[config.mk]
export PLATFORM = sky130hd
export DESIGN_NAME = ex_mem_stage
export DESIGN_NICKNAME = d
export VERILOG_FILES = /design/src/rtl/ex_mem_stage.sv
export SDC_FILE = /design/constraint.sdc
export NUM_CORES = 1
export LEC_CHECK = 0
export BUFFER_PORTS_ARGS = -buffer_cell sky130_fd_sc_hd__buf_2
export CELL_PAD_IN_SITES_DETAIL_PLACEMENT = 2
export CELL_PAD_IN_SITES_GLOBAL_PLACEMENT = 2
export CORE_UTILIZATION = 29
export DETAILED_ROUTE_END_ITERATION = 7
export PLACE_DENSITY_LB_ADDON = 0.1
export SLEW_MARGIN = 20
export SYNTH_ARGS = -nofsm -noshare
export SYNTH_HDL_FRONTEND = slang
export SYNTH_SLANG_ARGS = --single-unit
[constraint.sdc]
create_clock -name clk_in -period 1.6 [get_ports clk_in]
set_clock_uncertainty 0.2 [all_clocks]
set_input_delay 0.08 -clock clk_in [delete_from_list [all_inputs] [get_ports clk_in]]
set_output_delay 0.08 -clock clk_in [all_outputs]
set_load 0.02 [all_outputs]
[src/rtl/ex_mem_stage.sv]
// ============================================================================
// Module   : ex_mem_stage
// Brief    : EX/MEM pipeline register built as a 2-entry skid buffer
//            (main output register plus skid register), valid/ready handshake.
// Revision : 1.0 - initial release
// ============================================================================
`default_nettype none

module ex_mem_stage #(
    parameter int DATA_WIDTH     = 64,
    parameter int REG_ADDR_WIDTH = 5
) (
    input  logic                      clk_in,
    input  logic                      reset_in,
    input  logic                      valid_in,
    output logic                      ready_out,
    input  logic [DATA_WIDTH-1:0]     aluResult_in,
    input  logic                      zeroFlag_in,
    input  logic [DATA_WIDTH-1:0]     storeData_in,
    input  logic [DATA_WIDTH-1:0]     branchTarget_in,
    input  logic [REG_ADDR_WIDTH-1:0] rd_in,
    input  logic [3:0]                ctrl_in,
    input  logic                      flush_in,
    output logic                      valid_out,
    input  logic                      ready_in,
    output logic [DATA_WIDTH-1:0]     aluResult_out,
    output logic [DATA_WIDTH-1:0]     storeData_out,
    output logic [DATA_WIDTH-1:0]     branchTarget_out,
    output logic [REG_ADDR_WIDTH-1:0] rd_out,
    output logic [2:0]                ctrl_out,
    output logic                      branchTaken_out
);

    // Entry layout, MSB first: {taken, ctrl[2:0], rd, branchTarget, storeData, aluResult}
    localparam int ENTRY_W = 3 * DATA_WIDTH + REG_ADDR_WIDTH + 4;

    logic [ENTRY_W-1:0] in_entry;
    logic [ENTRY_W-1:0] main_entry;
    logic [ENTRY_W-1:0] skid_entry;
    logic               main_valid;
    logic               skid_valid;
    logic               accept;
    logic               transfer;

    assign in_entry = {ctrl_in[3] & zeroFlag_in, ctrl_in[2:0], rd_in,
                       branchTarget_in, storeData_in, aluResult_in};

    assign ready_out = ~skid_valid & ~reset_in;
    assign accept    = valid_in & ready_out & ~flush_in;
    assign transfer  = main_valid & ready_in;

    always_ff @(posedge clk_in) begin
        if (reset_in) begin
            main_valid <= 1'b0;
            skid_valid <= 1'b0;
            main_entry <= '0;
            skid_entry <= '0;
        end else if (flush_in) begin
            // Data flops keep their contents so the outputs hold after a flush.
            main_valid <= 1'b0;
            skid_valid <= 1'b0;
        end else if (!main_valid || transfer) begin
            if (skid_valid) begin
                main_entry <= skid_entry;
                main_valid <= 1'b1;
                if (accept) begin
                    skid_entry <= in_entry;
                end else begin
                    skid_valid <= 1'b0;
                end
            end else if (accept) begin
                main_entry <= in_entry;
                main_valid <= 1'b1;
            end else begin
                main_valid <= 1'b0;
            end
        end else if (accept) begin
            skid_entry <= in_entry;
            skid_valid <= 1'b1;
        end
    end

    assign valid_out        = main_valid;
    assign aluResult_out    = main_entry[DATA_WIDTH-1:0];
    assign storeData_out    = main_entry[2*DATA_WIDTH-1:DATA_WIDTH];
    assign branchTarget_out = main_entry[3*DATA_WIDTH-1:2*DATA_WIDTH];
    assign rd_out           = main_entry[3*DATA_WIDTH+REG_ADDR_WIDTH-1:3*DATA_WIDTH];
    assign ctrl_out         = main_entry[ENTRY_W-2:ENTRY_W-4];
    assign branchTaken_out  = main_valid & main_entry[ENTRY_W-1];

endmodule

`default_nettype wire
==> flow_summary.yaml <==
timing:
  max_slew_margin_pct: 24.3
  rsz0062_at_grt: "yes"
  finalWorstSetupSlack_ns: -0.339
  fin_crit_sh_pct: 121
  clock.fmax_mhz: 516
  worstMarginPinSlew_ns: 1.14
  slew_viol_final: 0
  setup_violations: 403
  hold_viol: 0
  min_period_ns: 1.94
setup_path:
  cp_max_fo: 7
  worstPathCellList: "nor2b_4 > a211oi_4 > buf_12 > buf_12 > buf_16 > clkbuf_16 > nor2_1 > a211oi_1"
  cp.arrival_ns: 2.20
  path_delay_family: "buffers and inverters"
  cp_slowest_cell: "dfxtp_4"
  end_kind: "flip-flop"
  cp_data_required_time_ns: 1.86
  reg2regPathDepth: 8
  worstSetupPathType: "flip-flop to flip-flop"
  crit_path_frequent_cell: "buf_12"
  path_depth: 8
  crit_path_start_kind: "flip-flop"
  path_buf_inv: 4
  critPathMaxStageDelay_ns: 0.35
final_layout:
  nets: 2669
  finalInstanceArea_um2: 25300
  layout_common_cells: "buf_2, dfxtp_1, nand2_1, dlygate4sd3_1, mux2i_1"
  drive_gt1_share_pct: 31.7
  utilization_pct: 42.9
  nFillCells: 6251
  area_growth_pct: 46.5
  layout_commonest_cell: "buf_2"
  fin_cells: 3273
yosys:
  syn-cell-area_um2: 17200
  synth_area_per_cell_um2: 8.71
  synth-seq-cells: 404
  syn_inst: 1980
  yosysWarnings: 0
  synth.distinct_cells: 20
  synth_nets: 2187
  ys_seq_area_share_pct: 46.9
clock_tree:
  cts_max_level: 2
  cts_tree: "built"
  cts_buffers: 49
  cts_root_buf: "clkbuf_16"
  clk_path_buf_depth: 3
  cts.reportedPaths.clkPinSlew_ns: 0.06
  clock_latency_ns: 0.58
  clock-sinks: 404
outcome:
  violations: "setup timing"
  status: "finished with violations"
power_and_ir_drop:
  power.density_nw_per_um2: 965
  comb_power_share_pct: 12.8
  power_w: 0.0244
  leakage_nw: 9.54
  ir_drop_v: 0.000676
  internal-power_w: 0.0181
  p_clk_share_pct: 43.9
  switching_power_w: 0.00627
  swShare_pct: 25.7
  power_frac_seq_pct: 43.3
floorplanning:
  die_w_um: 246
  num_rows: 89
  io_pins: 410
  coreArea_um2: 58900
  die_h_um: 246
  start_util_pct: 29.3
  dieArea_um2: 60400
global_route:
  grt_overflow: 0
  grt_max_degree: 186
  grt_pass1_vias: 16900
  grt_antenna_before_repair: 5
  grt_pass1_wl_um: 96000
  track_usage_pct: 20.3
hold_path:
  hold_path_depth: 4
  hp-class: "input port to flip-flop"
placed_design:
  port_buffers: 409
  dp_hpwl_um: 38200
  place_inst: 2874
  routabilityCongestion: 0.732
  place_area_um2: 19000
  post-place-ws_ns: -0.237
route:
  ant_nets: 0
  first_pass_iters: 4
  drc: 0
  wl_per_cell_um: 20.8
  drt_iter0_drc: 337
  routed_wl_um: 68100
  vias_per_cell: 4.77
  vias: 15600
job:
  drv_cap: 0
==> cell type report <==
| type | instances | area, um2 | area share [%] |
|---|---|---|---|
| flip-flops and latches | 404 | 8100 | 32.0 |
| clock inverters | 5 | 50.0 | 0.198 |
| multi-input cells | 1218 | 7540 | 29.9 |
| repair buffers | 788 | 7140 | 28.3 |
| inverters | 1 | 3.75 | 0.0149 |
| well taps | 773 | 967 | 3.83 |
| clock buffers | 81 | 1460 | 5.76 |
| diodes | 3 | 7.51 | 0.0297 |
==> worst register-to-register path, delay by kind of cell, from the launching register on <==
| family | cells | cell delay [ns] |
|---|---|---|
| buf+inv | 4 | 0.67 |
| simple gates | 2 | 0.18 |
| compound gates | 2 | 0.43 |
| flops | 1 | 0.35 |
==> per-stage QoR <==
| stage | hold slack, ns | setup TNS, ns |
|---|---|---|
| 2_1_floorplan | -0.00977 | -0.229 |
| 3_3_place_gp | 0.131 | -31.01 |
| 3_5_place_dp | 0.142 | -43.57 |
| 4_1_cts | -0.136 | -79.21 |
| 5_1_grt | 0.0364 | -113.25 |
| 6_report | 0.0281 | -84.13 |
==> sequential cells by signal, summed over array words and instances (netlist names) <==
signal / cells
skid_valid: 1
main_entry: 201
skid_entry: 201
valid_out: 1
==> cells in the mapped netlist <==
library cell	instances	area, um2
a211oi_2	1	12.5
nor2_1	203	762
o31a_1	1	8.76
and2_1	1	6.26
buf_4	241	1810
clkbuf_1	85	319
nand2_1	401	1510
buf_1	5	18.8
inv_1	1	3.75
mux2i_1	200	2000
nor2b_1	1	6.26
and3_1	2	12.5
o21a_1	1	7.51
nand3_1	2	10.0
nand2b_1	1	6.26
a211oi_1	201	1510
nor4b_2	1	15.0
a21oi_1	202	1010
buf_2	26	130
dfxtp_1	404	8090
==> cells by family after synthesis <==
group	share of synthesized area (%)
AOI/OAI and AO/OA	14.8
buffers and inverters	13.2
DFF	46.9
muxes	11.6
and+or+nand+nor	13.5
==> worst paths after layout <==
check	start	end	slack [ns]
max	valid_out$_SDFFE_PP0P_	main_entry[83]$_SDFFE_PP0P_	-0.34
max reg2reg	valid_out$_SDFFE_PP0P_	main_entry[83]$_SDFFE_PP0P_	-0.34
min	reset_in	skid_entry[199]$_SDFFE_PP0P_	0.03
min reg2reg	skid_entry[180]$_SDFFE_PP0P_	skid_entry[180]$_SDFFE_PP0P_	0.26
==> metal layers <==
metal	vias up	wire length, um	global-route usage [%]
li1	7495	-	-
met5	-	27	0
met3	88	3260	4.82
met4	4	1540	6.43
met1	7754	27700	23.2
met2	285	35600	36.7
==> power by group through the flow <==
stage | combinational (W) | sequential, W | clock (W)
global route | 0.00334 | 0.0106 | 0.0115
detailed placement | 0.00212 | 0.0108 | 0
finish | 0.00311 | 0.0106 | 0.0107
global placement | 0.00206 | 0.0108 | 0
CTS | 0.00279 | 0.0106 | 0.0110
floorplan | 0.00157 | 0.0107 | 0
==> what timing repair did <==
| action | 4_1_cts | 5_1_grt |
|---|---|---|
| cloned | 17 | 35 |
| setup buffers | 30 | 23 |
| endpoints found under the setup margin | 403 | 404 |
| resized for setup | 75 | 170 |
| hold buffers | 209 | 0 |
| endpoints found under the hold margin | 404 | 0 |
| pin swaps | 24 | 33 |
Power figures use the tool's default switching activity.
